==> src/rtl/decoder_pkg.sv <==
// Shared mode and FSM encodings for the decoder_n_seq strobe sequencer.
package decoder_pkg;

  typedef enum logic [1:0] {
    MODE_DIRECT    = 2'b00,
    MODE_PULSE     = 2'b01,
    MODE_SCAN      = 2'b10,
    MODE_SCAN_LOOP = 2'b11
  } mode_t;

  typedef enum logic {
    ST_IDLE   = 1'b0,
    ST_ACTIVE = 1'b1
  } state_t;

endpackage

==> src/rtl/onehot_low_dec.sv <==
// Combinational index-to-active-low one-hot map; all ones when not valid.
module onehot_low_dec #(
  parameter int SEL_W = 3
) (
  input  logic [SEL_W-1:0]      idx,
  input  logic                  valid,
  output logic [(2**SEL_W)-1:0] y_n
);

  always_comb begin
    y_n = '1;
    if (valid) y_n[idx] = 1'b0;
  end

endmodule

==> src/rtl/decoder_n_seq.sv <==
// Registered N-to-2^N active-low decoder with timed pulse, one-shot scan and looping scan.
module decoder_n_seq
  import decoder_pkg::*;
#(
  parameter int SEL_W   = 3,
  parameter int DWELL_W = 8
) (
  input  logic                  clk,
  input  logic                  rst,
  input  logic                  en,
  input  logic [1:0]            mode,
  input  logic [SEL_W-1:0]      sel,
  input  logic                  start,
  input  logic [DWELL_W-1:0]    dwell,
  output logic [(2**SEL_W)-1:0] y_n,
  output logic [SEL_W-1:0]      cur_sel,
  output logic                  busy,
  output logic                  done
);

  localparam int OUT_N = 2**SEL_W;
  localparam logic [SEL_W-1:0] LAST_IDX = SEL_W'(OUT_N - 1);

  state_t               state, state_nx;
  mode_t                cfg_mode, cfg_mode_nx;
  logic [DWELL_W-1:0]   cfg_reload, cfg_reload_nx;
  logic [DWELL_W-1:0]   cnt, cnt_nx;
  logic [SEL_W-1:0]     idx, idx_nx;
  logic                 out_valid;
  logic                 done_nx;
  logic [OUT_N-1:0]     y_n_nx;
  logic [DWELL_W-1:0]   start_reload;

  // A dwell of zero behaves as one; the counter holds D-1 down to 0.
  assign start_reload = (dwell == '0) ? '0 : dwell - 1'b1;

  always_comb begin
    state_nx      = state;
    cfg_mode_nx   = cfg_mode;
    cfg_reload_nx = cfg_reload;
    cnt_nx        = cnt;
    idx_nx        = idx;
    out_valid     = 1'b0;
    done_nx       = 1'b0;

    case (state)
      ST_IDLE: begin
        if (en && start && (mode != MODE_DIRECT)) begin
          state_nx      = ST_ACTIVE;
          cfg_mode_nx   = mode_t'(mode);
          cfg_reload_nx = start_reload;
          cnt_nx        = start_reload;
          idx_nx        = (mode == MODE_PULSE) ? sel : '0;
          out_valid     = 1'b1;
        end else if (en && (mode == MODE_DIRECT)) begin
          idx_nx    = sel;
          out_valid = 1'b1;
        end
      end

      ST_ACTIVE: begin
        if (!en) begin
          state_nx = ST_IDLE;
        end else if (cnt != '0) begin
          cnt_nx    = cnt - 1'b1;
          out_valid = 1'b1;
        end else if ((cfg_mode == MODE_PULSE) ||
                     ((cfg_mode == MODE_SCAN) && (idx == LAST_IDX))) begin
          state_nx = ST_IDLE;
          done_nx  = 1'b1;
        end else begin
          // Handover: next index falls on the same edge the current one rises.
          idx_nx    = idx + 1'b1;
          cnt_nx    = cfg_reload;
          out_valid = 1'b1;
        end
      end

      default: state_nx = ST_IDLE;
    endcase
  end

  onehot_low_dec #(.SEL_W(SEL_W)) u_dec (
    .idx   (idx_nx),
    .valid (out_valid),
    .y_n   (y_n_nx)
  );

  always_ff @(posedge clk) begin
    if (rst) begin
      state      <= ST_IDLE;
      cfg_mode   <= MODE_DIRECT;
      cfg_reload <= '0;
      cnt        <= '0;
      idx        <= '0;
      y_n        <= '1;
      cur_sel    <= '0;
      done       <= 1'b0;
    end else begin
      state      <= state_nx;
      cfg_mode   <= cfg_mode_nx;
      cfg_reload <= cfg_reload_nx;
      cnt        <= cnt_nx;
      idx        <= idx_nx;
      y_n        <= y_n_nx;
      cur_sel    <= out_valid ? idx_nx : '0;
      done       <= done_nx;
    end
  end

  assign busy = (state == ST_ACTIVE);

endmodule

==> config.mk <==
export PLATFORM = sky130hd
export DESIGN_NAME = decoder_n_seq
export DESIGN_NICKNAME = d
export VERILOG_FILES = /design/src/rtl/decoder_pkg.sv /design/src/rtl/onehot_low_dec.sv /design/src/rtl/decoder_n_seq.sv
export SDC_FILE = /design/constraint.sdc
export NUM_CORES = 1
export LEC_CHECK = 0
export ABC_CLOCK_PERIOD_IN_PS = 3500
export CORE_MARGIN = 2
export CORE_UTILIZATION = 46
export DETAILED_ROUTE_END_ITERATION = 7
export GPL_TIMING_DRIVEN = 1
export PLACE_DENSITY = 0.71
export SLEW_MARGIN = 20
export SYNTH_ARGS = -nofsm -noshare
export SYNTH_HDL_FRONTEND = slang
export SYNTH_SLANG_ARGS = --single-unit
==> constraint.sdc <==
create_clock -name clk -period 3.5 [get_ports clk]
set_input_delay 0.525 -clock clk [delete_from_list [all_inputs] [get_ports clk]]
set_output_delay 0.525 -clock clk [all_outputs]
set_load 0.01 [all_outputs]
Word level (Yosys, flattened, before mapping)
Index checks and enable logic that the tools add are counted.
Widths: inputs -> output; s select.

word-level totals
  bits in registers = 34

operators by class
  $lt $le $gt $ge = 2
  $add $sub $neg = 3
  bitwise operators = 4
  equality and inequality tests = 7
  reduce and logical (&&, ||, !) cells = 14
  muxes and demuxes = 24

operator list
  kind                 number
  $mux 8               5
  $mux 3               6
  $pmux 8 s2           1
  $sub 8x1->8 const B  2
  $logic_not 8->1      1
  $mux 1               8
  $not 8->8            1
  $reduce_bool 8->1    1
  $pmux 3 s2           1
  $logic_and 1x1->1    5
  $eq 2x1->1 const B   2
  $lt 3x4->1 const B   1
  $ne 2x2->1 const B   2
  $pmux 1 s2           2
  $reduce_or 4->1      1
  $add 3x1->3 const B  1
  $demux 1 s3          1
  $eq 3x3->1 const B   1
  $ge 3x1->1 const B   1
  $ne 3x3->1 const B   1
  $not 1->1            3
  $reduce_and 3->1     1
  $eq 2x2->1 const B   1
  $logic_not 2->1      1
  4 further kinds      4

Longest topological paths before layout
Gate-level depths: netlist of run 1.

  depth after elaboration = 12
  depth in mapped cells = 9

By module
A second synthesis of run 1 with hierarchy kept.

unflattened totals
  cells, all modules = 222
  area total of the unflattened synthesis = 1928.1 sq um

by module, submodules not included
  module          area each (sq um)  cells each  seq. area each (sq um)  times used
  decoder_n_seq   1851.8             214         680.7                   1
  onehot_low_dec  76.3               8           0.0                     1

Worst setup path after synthesis of run 1
Ideal clock, no wire load.

  kind = register -> register
  start point = register cnt[0]
  end point = register y_n[6]
  setup time = 122 ps
  period minus slack after synthesis = 2353 ps
  buffers on the path = 2
  slack = 1147 ps
  arrival time = 2231 ps
  cell stages (with the launch flop) = 10
  cell sequence = dfxtp_1 -> inv_1 -> ha_1 -> or3b_2 -> clkbuf_1 -> or2_4 -> o21a_1 -> or3_1 -> buf_2 -> nand3b_1

on the way
  cells in the longest elaborated chain, start to end = 9
  elaborated cells between the ends (all ways) = 15
  those cells by class = order compare (2); mux (8); bitwise (2); reduce/logical (3)

ends and longest elaborated chain
  what                                                                   line                  source
  from (decl)                                                            decoder_n_seq.sv:27   logic [DWELL_W-1:0] cnt, cnt_nx;
  from (signal assigned)                                                 decoder_n_seq.sv:103  cnt <= cnt_nx;
  $reduce_bool 8->1 *                                                    decoder_n_seq.sv:64   end else if (cnt != '0) begin
  $mux 3                                                                 decoder_n_seq.sv:64
  $mux 3                                                                 decoder_n_seq.sv:62   if (!en) begin
  $pmux 3 s2                                                             decoder_n_seq.sv:46   case (state)
  $lt 3x4->1 (not written as such) / $ge 3x1->1 (equally long branches)  onehot_low_dec.sv:12  if (valid) y_n[idx] = 1'b0;
  $logic_and 1x1->1 (not written as such)                                onehot_low_dec.sv:12
  $mux 1 (not written as such)                                           onehot_low_dec.sv:12
  $demux 1 s3                                                            --
  $not 8->8 (no source line)                                             --
  to (signal assigned)                                                   decoder_n_seq.sv:105  y_n <= y_n_nx;
  to (decl)                                                              decoder_n_seq.sv:15   output logic [(2**SEL_W)-1:0] y_n,

Mark *: on every way between the ends. The rest lies on a longest branch, timed or not.
A chain may end at the register's enable or synchronous reset.

Final worst setup path of run 1
  start point = register cnt[0]
  end point = register y_n[1]

Same word-level chain as after synthesis.

==> impl_metrics.csv, run 1 <==
group,metric,value,unit
run_status,outcome,"finished, final reports clean",
global_route,grt_max_degree,23,
clocking,cts_sinks,34,
layout,fill_cells,350,
clocking,cts_resized,0,
yosys,synth_cells,215,
timing,drv_slew,0,
placement,dp_cells,283,
placement,io_buffers,29,
global_route,busiest_layer,"met2",
detailed_routing,routedWlPerCell,13.6,µm
setup_path,crit_buf_inv,1,
floorplan,initial_utilization,48.6,%
global_route,grt_util_met3,5.74,%
layout,final_cell_mix,"dfxtp_1, clkdlybuf4s50_1, nor2_1",
setup_path,worstPathRequired,3.67,ns
timing,tightest_slew,0.682,ns
global_route,grt_pass1_wl,6770,µm
layout,n_antenna_cell,0,
pwr,power_density,447,nW/µm²
timing,fin_crit_sh,71.4,%
detailed_routing,drc_errors,0,
yosys,yosys.area.top_type,"dfxtp_1",
layout,fin_nets,265,
clocking,postCtsSetupBuffers,0,
clocking,cts_made_buffers,5,
pwr,p_leak,0.000816,µW
clocking,clockBufferDepth,2,
pwr,power,999,µW
global_route,track_usage,20.6,%
job,drv_cap,0,
clocking,clk_latency,0.30,ns
setup_path,cp.arrival,2.67,ns
timing,rsz0062_at_grt,"false",
placement,globalplace.congestion,0.786,
layout,final_layout_size_suffix_gt1_share,9.05,%
detailed_routing,viasPerCell,5.62,
setup_path,crit_fanout,13,
yosys,seq_area_frac_synth,37.7,%
timing,fin_crit,2.50,ns
setup_path,worstSetupPathType,"flip-flop to flip-flop",
timing,fin_skew,0.00605,ns
clocking,root_buffer,"clkbuf_8",
detailed_routing,dr.pass1.iters,4,
global_route,antenna_found_initial,0,
global_route,grt_use_met2,32.4,%
layout,multi_input_area,1030,µm²
global_route,grt-ovfl-total,0,
floorplan,fp.dieH,66.7,µm
setup_path,worstPathCellList,"inv_1 > ha_1 > or3b_2 > or2_4 > or3_1 > a31oi_1 > nand4_1",
detailed_routing,wl,3950,µm
floorplan,ios,30,
yosys,synth_nets,238,
yosys,synth_cell_types,48,
yosys,ys_warn_count,0,
global_route,grt_use_met1,26.2,%
detailed_routing,dr_total_vias,1634,
floorplan,coreArea,3720,µm²
setup_path,endpoint_kind,"flip-flop",
clocking,path_clk_slew,0.07,ns
layout,final_cell_count_no_fill,291,
layout,register_area,681,µm²
floorplan,fp.dieArea,4440,µm²
clocking,cts_hold_buf,0,
yosys,synthArstFlopShare,0,%
clocking,htree_num_levels,2,
floorplan,row_count,22,
setup_path,start_kind,"flip-flop",
yosys,synth_area_leaders,"dfxtp_1, nor2_1, nor3_1, ha_1, a21oi_1",
layout,final_common_cell,"dfxtp_1",
setup_path,cp_top_family,"simple AND/OR/NAND/NOR gates",
placement,dpl_cell_area,2120,µm²
yosys,syn_area,1810,µm²
layout,post-route-cell-area,2230,µm²
detailed_routing,drtIter0Drc,42,
yosys,synth_top_flop_cell,"dfxtp_1",
pwr,ir_drop,0.000378,V
setup_path,max_stage_delay,0.55,ns
yosys,synth_area_per_cell,8.40,µm²
yosys,synth_edf_count,0,
detailed_routing,ant_nets,0,
timing,tns,0,ns
setup_path,crit_path_top_delay_cell,"or3b_2",
timing,slew_headroom,54.1,%
global_route,grt_pass1_vias,1460,
min_path,hold_path_class,"flip-flop to flip-flop",
timing,finalHoldViolations,0,
clocking,cts_tree,"yes",
timing,fmax,400,MHz
floorplan,die_w,66.7,µm
yosys,synth_top_area_share,37.7,%
placement,hpwl,3030,µm
timing,setup_violations,0,
layout,synthToLayoutAreaGrowth,23.8,%
yosys,synth_seq_cells,34,
==> worst register-to-register path, stage by stage, from the launching register on <==
cell	delay [ns]
dfxtp_1	0.35
inv_1	0.09
ha_1	0.20
or3b_2	0.55
or2_4	0.33
or3_1	0.39
a31oi_1	0.35
nand4_1	0.13
==> kinds of logic (layout without fill, tap and decap cells) <==
group | count (synthesis) | in the layout | share of synthesized area, %
simple gates | 90 | 90 | 27.2
compound gates | 54 | 54 | 20.4
flops | 34 | 34 | 37.7
buf+inv | 21 | 49 | 5.27
fa+ha+maj | 6 | 6 | 4.16
xor+xnor | 6 | 6 | 2.91
mux | 4 | 4 | 2.36
==> Yosys cell counts (3+ instances only) <==
master and instances:
a211oi_1 8, a21oi_1 14, a31oi_1 7, clkbuf_1 9, dfxtp_1 34, ha_1 6, inv_1 8, nand2_1 8
nand2b_1 3, nand3_1 7, nand3b_1 4, nor2_1 26, nor2b_1 4, nor3_1 17, nor3b_1 3, o211ai_1 3
o21ai_0 5, or3_1 6, xnor2_1 6
==> routing by layer <==
metal | vias to the layer above | share of wire (%)
met4 | 0 | 1.8
met3 | 5 | 4.2
met5 | - | 0
met2 | 37 | 46
met1 | 750 | 48
li1 | 842 | -
==> power breakdown <==
part | internal (µW) | switching (µW) | total, µW
sequential | 407 | 16.4 | 423
combinational | 99.4 | 115 | 214
clock | 212 | 150 | 362
==> path summary, 6_finish.rpt <==
| check | start | endpoint | slack, ns | depth (start not counted) |
|---|---|---|---|---|
| worst max-delay path | cnt[0] | y_n[1] | 1.0 | 7 |
| worst max register to register | cnt[0] | y_n[1] | 1.0 | 7 |
| worst min-delay path | cfg_reload[3] | cfg_reload[3] | 0.47 | 2 |
| worst min register to register | cfg_reload[3] | cfg_reload[3] | 0.47 | 2 |
==> metrics by stage <==
stage	hold WS, ns	utilization [%]	setup slack, ns
2_1_floorplan	0.437	-	1.15
3_3_place_gp	0.448	57.1	0.942
3_5_place_dp	0.452	57.1	0.904
4_1_cts	0.472	60.1	1.01
5_1_grt	0.490	60.1	0.871
6_report	0.472	60.1	1.00
==> registers in the layout (all words and copies together) (netlist names) <==
signal	flops
idx	3
cnt	8
cur_sel	3
y_n	8
busy	1
cfg_reload	8
cfg_mode	2
done	1
==> final cells by class <==
| cell class | instances | share of cell area, % |
|---|---|---|
| clock buffers | 5 | 3.08 |
| clock inverters | 3 | 2.02 |
| inverters | 8 | 1.34 |
| multi-input cells | 160 | 46.1 |
| flip-flops and latches | 34 | 30.5 |
| well taps | 48 | 2.69 |
| repair buffers | 33 | 14.3 |
Power figures use the tool's default switching activity.
==> inputs of run 2 (changes only) <==
--- a/config.mk
+++ b/config.mk
@@ -5,12 +5,12 @@
 export SDC_FILE = /design/constraint.sdc
 export NUM_CORES = 1
 export LEC_CHECK = 0
-export ABC_CLOCK_PERIOD_IN_PS = 3500
+export ABC_CLOCK_PERIOD_IN_PS = 2150
 export CORE_MARGIN = 2
 export CORE_UTILIZATION = 46
 export DETAILED_ROUTE_END_ITERATION = 7
 export GPL_TIMING_DRIVEN = 1
-export PLACE_DENSITY = 0.71
+export PLACE_DENSITY = 0.73
 export SLEW_MARGIN = 20
 export SYNTH_ARGS = -nofsm -noshare
 export SYNTH_HDL_FRONTEND = slang
==> constraint.sdc (replaced) <==
create_clock -name clk -period 2.15 [get_ports clk]
set_input_delay 0.3225 -clock clk [delete_from_list [all_inputs] [get_ports clk]]
set_output_delay 0.3225 -clock clk [all_outputs]
set_load 0.01 [all_outputs]
==> run 2 against run 1 <==
Against the previous run:
- fmax increased by 18%
- total power increased by 84%
- worst setup slack got worse by 0.97 ns
- clock-buffer cell count unchanged
- combinational power increased by 110%
- clock skew increased by 0.0017 ns
- worst hold slack got worse by 0.0024 ns
- via count increased by 4.5%
- clock power increased by 96%
- wire length increased by 8.6%
- flip-flop and latch count unchanged
- die area unchanged
- critical path type unchanged
- largest power group is now clock
==> impl_metrics.csv, run 2 (synthesized netlist as in run 1, its figures left out) <==
group,metric,value,unit
run_status,outcome,"finished, final reports clean",
pwr,ir_drop,0.000385,V
global_route,grt_pass1_wl,7150,µm
detailed_routing,dr.pass1.iters,4,
global_route,grt_pass1_vias,1568,
layout,final_common_cell,"dfxtp_1",
min_path,min-delay-start,"cfg_reload[3]",
detailed_routing,ant_nets,0,
timing,slew_headroom,73.8,%
layout,final_cell_mix,"dfxtp_1, clkdlybuf4s50_1, nor2_1",
clocking,path_clk_slew,0.08,ns
clocking,cts_hold_buf,0,
timing,setup_violations,0,
pwr,swShare,26.5,%
timing,tns,0,ns
setup_path,rr_worst_depth,7,
layout,fin_nets,286,
min_path,hold_path_class,"flip-flop to flip-flop",
job,drv_cap,0,
detailed_routing,dr_total_vias,1707,
setup_path,start_kind,"flip-flop",
setup_path,cp.arrival,2.30,ns
pwr,power_density,735,nW/µm²
pwr,p_leak,0.000951,µW
timing,finalHoldViolations,0,
timing,fin_skew,0.00776,ns
placement,hpwl,3210,µm
clocking,clk_latency,0.29,ns
timing,whs,0.469,ns
placement,io_buffers,29,
timing,fmax,472,MHz
placement,globalplace.congestion,0.784,
floorplan,fp.dieH,66.7,µm
layout,final_cell_count_no_fill,312,
clocking,cts_tree,"yes",
clocking,clockBufferDepth,2,
global_route,track_usage,21.4,%
global_route,grt-ovfl-total,0,
global_route,grt_max_degree,24,
setup_path,worstPathRequired,2.33,ns
timing,fin_crit,2.12,ns
setup_path,endpoint_kind,"flip-flop",
pwr,pwr-share-seq,37.4,%
clocking,htree_num_levels,2,
clocking,root_buffer,"clkbuf_8",
setup_path,worstSetupPathType,"flip-flop to flip-flop",
floorplan,ios,30,
timing,tightest_slew,0.388,ns
clocking,cts_sinks,34,
layout,reg_top3,"cfg_reload x8, cnt x8, y_n x8",
pwr,power_frac_comb,23.9,%
detailed_routing,routedWlPerCell,13.7,µm
setup_path,r2r_setup_slack,0.03,ns
timing,fin_crit_sh,98.5,%
setup_path,crit_fanout,7,
floorplan,coreArea,3720,µm²
placement,dpl_cell_area,2280,µm²
min_path,hold_depth,2,
pwr,switchingPower,486,µW
floorplan,fp.dieArea,4440,µm²
placement,dp_cells,299,
detailed_routing,drc_errors,0,
timing,drv_slew,0,
layout,final_layout_size_suffix_gt1_share,20.1,%
clocking,cts_made_buffers,5,
pwr,p_int,1350,µW
min_path,holdPathEnd,"cfg_reload[3]",
pwr,clockPowerShare,38.6,%
detailed_routing,viasPerCell,5.47,
layout,synthToLayoutAreaGrowth,38.2,%
floorplan,die_w,66.7,µm
timing,rsz0062_at_grt,"true",
setup_path,r2r-start,"cnt[0]",
floorplan,initial_utilization,48.6,%
detailed_routing,drtIter0Drc,78,
detailed_routing,wl,4290,µm
setup_path,r2r_end,"y_n[6]",
global_route,antenna_found_initial,0,
layout,post-route-cell-area,2490,µm²
floorplan,row_count,22,
layout,n_antenna_cell,0,
[run 2: changes by cell type in the layout (fill, tap and decap cells not counted), sizes merged]
cell,before,now
buf,4,25
clkinvlp,2,0
bufinv,1,2
clkinv,0,1
[run 2: area by class of cell]
cell class,instances,area [µm²]
fillers,324,1220
multi-input cells,160,1090
flip-flops and latches,34,686
repair buffers,54,490
clock buffers,5,68.8
clock inverters,3,68.8
well taps,48,60.1
inverters,8,32.5
[run 2: worst max-delay path, stage by stage (launching register included)]
cell and delay [ns]:
dfxtp_4 0.37, inv_4 0.06, ha_4 0.13, or3b_4 0.37, or2_4 0.27, o21a_1 0.21, or3_4 0.42, nand3b_1 0.16
[run 2: worst max-delay path by stage]
stage / startpoint / end / cells past startpoint
2_1_floorplan: cnt[1] / y_n[6] / 9
3_3_place_gp: en / y_n[4] / 6
3_5_place_dp: cnt[1] / y_n[6] / 7
4_1_cts: cnt[0] / y_n[6] / 7
5_1_grt: cnt[0] / y_n[6] / 7
6_report: cnt[0] / y_n[6] / 7
[run 2: power groups by stage]
stage               clock network (µW)  registers [µW]  logic [µW]
finish                             709             687         439
global route                       737             691         479
CTS                                717             687         404
detailed placement                   0             702         402
global placement                     0             700         395
floorplan                            0             701         278
[run 2: routing by layer]
metal,wire length [µm],track usage (%),vias up
met1,1990,27.3,773
li1,-,-,886
met3,176,4.05,5
met4,53,9.18,0
met5,0,0,-
met2,2070,35.1,43
[run 2: stage by stage]
step / setup slack (ns) / total power, µW / utilization (%)
4_1_cts: 0.00125 / 1810 / 65.1
5_1_grt: -0.0219 / 1910 / 67.1
3_3_place_gp: 0.0204 / 1100 / 61.4
6_report: 0.0332 / 1830 / 67.1
2_1_floorplan: -0.0383 / 979 / -
3_5_place_dp: 0.0178 / 1100 / 61.4
[run 2: what timing repair did]
action	CTS	global route
endpoints found under the setup margin	0	12
buffers inserted	0	5
gates resized for setup	0	8
